[src/rtl/btn_pkg.sv]
// Shared definitions for the push-button conditioner: repeat-state encoding and
// default channel indices for the Basys3 five-button cluster.
package btn_pkg;

    localparam int unsigned BTN_STATE_W = 2;

    typedef enum logic [BTN_STATE_W-1:0] {
        BTN_IDLE   = 2'd0,
        BTN_DELAY  = 2'd1,
        BTN_REPEAT = 2'd2
    } btn_rpt_state_e;

    // Default bit positions of the Basys3 buttons in btn_in
    localparam int unsigned BTN_UP     = 0;
    localparam int unsigned BTN_DOWN   = 1;
    localparam int unsigned BTN_LEFT   = 2;
    localparam int unsigned BTN_RIGHT  = 3;
    localparam int unsigned BTN_CENTER = 4;

endpackage

[src/rtl/btn_channel.sv]
// One button channel: two-flop synchroniser, counter debouncer, registered edge pulses
// and, when BTN_AUTOREPEAT_EN is defined, an IDLE/DELAY/REPEAT auto-repeat FSM.
module btn_channel
    import btn_pkg::*;
#(
    parameter int unsigned DEBOUNCE_CYCLES = 32,
    parameter int unsigned REPEAT_DELAY    = 50_000_000,
    parameter int unsigned REPEAT_PERIOD   = 10_000_000
) (
    input  logic clk,
    input  logic i_clr,
    input  logic i_btn,
    output logic o_level,
    output logic o_rise,
    output logic o_fall,
    output logic o_press
);

    localparam int unsigned DB_W = $clog2(DEBOUNCE_CYCLES + 1);

    logic            r_s1;
    logic            r_s2;
    logic            r_level;
    logic            r_rise;
    logic            r_fall;
    logic [DB_W-1:0] r_db_cnt;
    logic            w_diff;
    logic            w_accept;

    // A new level is accepted once it has disagreed with btn_level long enough
    assign w_diff   = r_s2 ^ r_level;
    assign w_accept = w_diff && (r_db_cnt == DB_W'(DEBOUNCE_CYCLES));

    always_ff @(posedge clk) begin
        if (i_clr) begin
            r_s1     <= 1'b0;
            r_s2     <= 1'b0;
            r_level  <= 1'b0;
            r_rise   <= 1'b0;
            r_fall   <= 1'b0;
            r_db_cnt <= '0;
        end else begin
            r_s1     <= i_btn;
            r_s2     <= r_s1;
            r_db_cnt <= (!w_diff || w_accept) ? '0 : r_db_cnt + DB_W'(1);
            if (w_accept) begin
                r_level <= ~r_level;
            end
            r_rise <= w_accept && !r_level;
            r_fall <= w_accept && r_level;
        end
    end

    assign o_level = r_level;
    assign o_rise  = r_rise;
    assign o_fall  = r_fall;

`ifdef BTN_AUTOREPEAT_EN
    localparam int unsigned RPT_MAX = (REPEAT_DELAY > REPEAT_PERIOD) ? REPEAT_DELAY : REPEAT_PERIOD;
    localparam int unsigned RPT_W   = (RPT_MAX > 1) ? $clog2(RPT_MAX) : 1;

    btn_rpt_state_e   r_state;
    btn_rpt_state_e   w_state_nxt;
    logic [RPT_W-1:0] r_rpt_cnt;
    logic [RPT_W-1:0] w_rpt_cnt_nxt;
    logic             r_press;
    logic             w_press_nxt;

    always_ff @(posedge clk) begin
        if (i_clr) begin
            r_state   <= BTN_IDLE;
            r_rpt_cnt <= '0;
            r_press   <= 1'b0;
        end else begin
            r_state   <= w_state_nxt;
            r_rpt_cnt <= w_rpt_cnt_nxt;
            r_press   <= w_press_nxt;
        end
    end

    // An accepted fall overrides any repeat tick due in the same cycle
    always_comb begin
        w_state_nxt   = r_state;
        w_rpt_cnt_nxt = r_rpt_cnt + RPT_W'(1);
        w_press_nxt   = 1'b0;
        if (w_accept && r_level) begin
            w_state_nxt   = BTN_IDLE;
            w_rpt_cnt_nxt = '0;
        end else begin
            case (r_state)
                BTN_IDLE: begin
                    w_rpt_cnt_nxt = '0;
                    if (w_accept) begin
                        w_state_nxt = BTN_DELAY;
                        w_press_nxt = 1'b1;
                    end
                end
                BTN_DELAY: begin
                    if (r_rpt_cnt == RPT_W'(REPEAT_DELAY - 1)) begin
                        w_state_nxt   = BTN_REPEAT;
                        w_rpt_cnt_nxt = '0;
                        w_press_nxt   = 1'b1;
                    end
                end
                BTN_REPEAT: begin
                    if (r_rpt_cnt == RPT_W'(REPEAT_PERIOD - 1)) begin
                        w_rpt_cnt_nxt = '0;
                        w_press_nxt   = 1'b1;
                    end
                end
                default: begin
                    w_state_nxt   = BTN_IDLE;
                    w_rpt_cnt_nxt = '0;
                end
            endcase
        end
    end

    assign o_press = r_press;
`else
    // Repeat timing has no effect without auto-repeat; press is simply the rise pulse
    logic w_unused_rpt_cfg;
    assign w_unused_rpt_cfg = ^{REPEAT_DELAY, REPEAT_PERIOD};
    assign o_press          = r_rise;
`endif

endmodule

[src/rtl/btn_conditioner.sv]
// Multi-channel push-button conditioner: CHANNELS independent btn_channel instances.
// Auto-repeat is compiled in only when BTN_AUTOREPEAT_EN is defined.
module btn_conditioner
    import btn_pkg::*;
#(
    parameter int unsigned CHANNELS        = 5,
    parameter int unsigned DEBOUNCE_CYCLES = 32,
    parameter int unsigned REPEAT_DELAY    = 50_000_000,
    parameter int unsigned REPEAT_PERIOD   = 10_000_000
) (
    input  logic                clk,
    input  logic                clr,
    input  logic [CHANNELS-1:0] btn_in,
    output logic [CHANNELS-1:0] btn_level,
    output logic [CHANNELS-1:0] btn_rise,
    output logic [CHANNELS-1:0] btn_fall,
    output logic [CHANNELS-1:0] btn_press
);

    for (genvar g = 0; g < CHANNELS; g++) begin : g_ch
        btn_channel #(
            .DEBOUNCE_CYCLES (DEBOUNCE_CYCLES),
            .REPEAT_DELAY    (REPEAT_DELAY),
            .REPEAT_PERIOD   (REPEAT_PERIOD)
        ) u_channel (
            .clk     (clk),
            .i_clr   (clr),
            .i_btn   (btn_in[g]),
            .o_level (btn_level[g]),
            .o_rise  (btn_rise[g]),
            .o_fall  (btn_fall[g]),
            .o_press (btn_press[g])
        );
    end

endmodule

[config.mk]
export PLATFORM = sky130hd
export DESIGN_NAME = btn_conditioner
export DESIGN_NICKNAME = d
export VERILOG_FILES = /design/src/rtl/btn_pkg.sv /design/src/rtl/btn_channel.sv /design/src/rtl/btn_conditioner.sv
export SDC_FILE = /design/constraint.sdc
export NUM_CORES = 1
export LEC_CHECK = 0
export BUFFER_PORTS_ARGS = -buffer_cell sky130_fd_sc_hd__buf_2
export CAP_MARGIN = 10
export CORE_MARGIN = 2
export CORE_UTILIZATION = 35
export CTS_CLUSTER_SIZE = 25
export DETAILED_ROUTE_END_ITERATION = 10
export PLACE_DENSITY = 0.61
export SLEW_MARGIN = 20
export SYNTH_ARGS = -nofsm -noshare
export SYNTH_HDL_FRONTEND = slang
export SYNTH_HIERARCHICAL = 1
export SYNTH_SLANG_ARGS = --single-unit
[constraint.sdc]
create_clock -name clk -period 1.7 [get_ports clk]
set_clock_uncertainty 0.1 [all_clocks]
set_input_delay 0.34 -clock clk [delete_from_list [all_inputs] [get_ports clk]]
set_output_delay 0.34 -clock clk [all_outputs]
set_load 0.03 [all_outputs]
==> impl_metrics.ini <==
[cts]
cts-hold-fix-buffers = 0
cts_root_buf = clkbuf_8
post-cts-setup-buffers = 0
cts_tree = done
cts_htree_levels = 2
numCtsBuffers = 5
clock_sinks = 55
clockBufferDepth = 2
cts_resized = 0
clkLatencyLatePin_ns = 0.30
clkSlewWorstSetupHoldPaths_ns = 0.09

[setup_path]
end_kind = flop
crit_path_max_incr_delay_ns = 0.46
critPathArrivalTime_ns = 1.64
regToRegEndpoint = g_ch[3].u_channel/o_press
critPathCapture = g_ch[3].u_channel/o_press
cp.buffers_inverters = 1
critPathSlowestCell = nor4bb_1
r2r-start = g_ch[3].u_channel/r_db_cnt[0]
critPathRequiredTime_ns = 1.84
critPathLaunch = g_ch[3].u_channel/r_db_cnt[0]
crit_chain = inv_1 -> ha_1 -> nor4bb_1 -> nand4_1 -> nor2_1
critPathLaunchType = flop
reg2reg_depth = 5
cp_num_cells = 5
critPathKind = flop to flop
worstPathMaxFanout = 4
crit_family = simple AND/OR/NAND/NOR gates
r2r_setup_slack_ns = 0.20

[layout]
fill_cells = 615
final_util = 0.418
drive_gt1_frac = 0.179
syn_to_final_growth_pct = 14.5
final_nets = 279
fin_area_um2 = 2510
final_common_cell = dfxtp_1
diodes = 0
layout_common_cells = 55 x dfxtp_1, 35 x nor2_1, 30 x inv_1, 26 x buf_2, 15 x xor2_1

[min_path]
min_path_type = input pin to flop

[yosys]
ys_ff_latch = 55
ys_types = 19
syn_avg_cell_area_um2 = 9.52
synthesis.area_um2 = 2190
yosysWarningCount = 6
seq_area_frac_synth = 0.503
syn-num-nets = 247
synth_cells = 230

[timing]
rsz0062_at_grt = no
fin_crit_ns = 1.50
hold_viol_final = 0
fin_crit_sh = 0.883
setup_viol = 0
fmax_mhz = 666
fin_ws_ns = 0.199
slew_headroom = 0.639
worst_pin_slew_ns = 0.538
drv_slew = 0
tns_ns = 0

[global_route]
grt_max_degree = 18
grt_pass1_vias = 1364
grt_pass1_wl_um = 5750
grt_usage = 0.0999
grt_overflow = 0
antenna_found_initial = 0

[routing]
via_per_inst = 4.51
drtIter0Drc = 52
drtPass1Iterations = 4
routed-via-count = 1526
drc = 0
ant_nets = 0
wire_per_inst_um = 9.90
routed_wl_um = 3350

[place]
gp_congestion = 0.785
place_area_um2 = 2410
dp_slack_ns = 0.203
port_buffers = 26
hpwl_um = 2420

[floorplan]
die_x_um = 83.1
core-area_um2 = 5990
rows = 28
die_area_um2 = 6900
io_pins = 27
die_y_um = 83.1
initial_core_util = 0.365

[power_and_ir_drop]
leakagePower_uw = 0.000981
p_per_area_nw_per_um2 = 847
ir_worst_vdd_uv = 439
power_uw = 2120

[outcome]
status = complete, no violations

[job]
drv_cap = 0
metrics by stage:
stage / hold WS (ns) / instances
floorplan: 0.309 / 230
global placement: 0.320 / 330
detailed placement: 0.323 / 330
finish: 0.143 / 338
global route: 0.143 / 338
CTS: 0.135 / 338
cells by family after synthesis:
kind of cell | synth area share
simple gates | 0.220
flops | 0.503
buf+inv | 0.0686
compound gates | 0.0714
xor+xnor | 0.0800
fa+ha+maj | 0.0571
final cells by class:
class / instances / area [µm²] / area share
timing repair buffer: 30 / 160 / 0.0639
multi-input combinational: 140 / 938 / 0.374
clock buffer: 8 / 100 / 0.0399
inverter: 30 / 113 / 0.0449
tap: 75 / 93.8 / 0.0374
sequential: 55 / 1100 / 0.439
worst min-delay path by stage:
stage / start / to / slack, ns / cells after the start
floorplan: clr / g_ch[0].u_channel/o_level / 0.31 / 1
global placement: g_ch[0].u_channel/r_s1 / g_ch[0].u_channel/r_s2 / 0.32 / 1
detailed placement: g_ch[0].u_channel/r_s1 / g_ch[0].u_channel/r_s2 / 0.32 / 1
CTS: btn_in[4] / g_ch[4].u_channel/r_s1 / 0.13 / 2
global route: btn_in[4] / g_ch[4].u_channel/r_s1 / 0.14 / 2
finish: btn_in[4] / g_ch[4].u_channel/r_s1 / 0.14 / 2
Yosys cell counts, drive strengths merged:
| master | number | share of area |
|---|---|---|
| o21ai | 10 | 0.023 |
| nand2 | 5 | 0.0086 |
| nand3 | 15 | 0.046 |
| nand4 | 5 | 0.014 |
| a21oi | 10 | 0.031 |
| ha | 10 | 0.057 |
| nor2 | 35 | 0.060 |
| xor2 | 15 | 0.060 |
| nand4bb | 5 | 0.026 |
| nor4bb | 5 | 0.023 |
| xnor2 | 5 | 0.020 |
| o211ai | 5 | 0.017 |
| dfxtp | 55 | 0.50 |
| buf | 5 | 0.017 |
| nor2b | 10 | 0.029 |
| or3 | 5 | 0.014 |
| inv | 30 | 0.051 |
per-layer routing:
layer	wire length, µm	vias to the layer above	share of wire	GRT usage
li1	-	810	-	-
met1	1700	681	0.51	0.130
met2	1450	28	0.43	0.154
met3	156	7	0.047	0.0308
met4	48	0	0.014	0.0402
met5	0	-	0	0
power breakdown:
group | leakage, µW | internal [µW] | switching, µW | total, µW
combinational | 0.000484 | 23.0 | 27.2 | 50.2
clock | 0.0000515 | 372 | 390 | 762
sequential | 0.000445 | 1300 | 8.29 | 1310
sequential cells by signal (all words and copies together), names as in the netlist:
signal                   count
g_ch.u_channel/o_fall        5
g_ch.u_channel/o_level       5
g_ch.u_channel/r_s2          5
g_ch.u_channel/r_db_cnt     30
g_ch.u_channel/o_press       5
g_ch.u_channel/r_s1          5
Note: power is estimated with default switching activity, not from simulation.
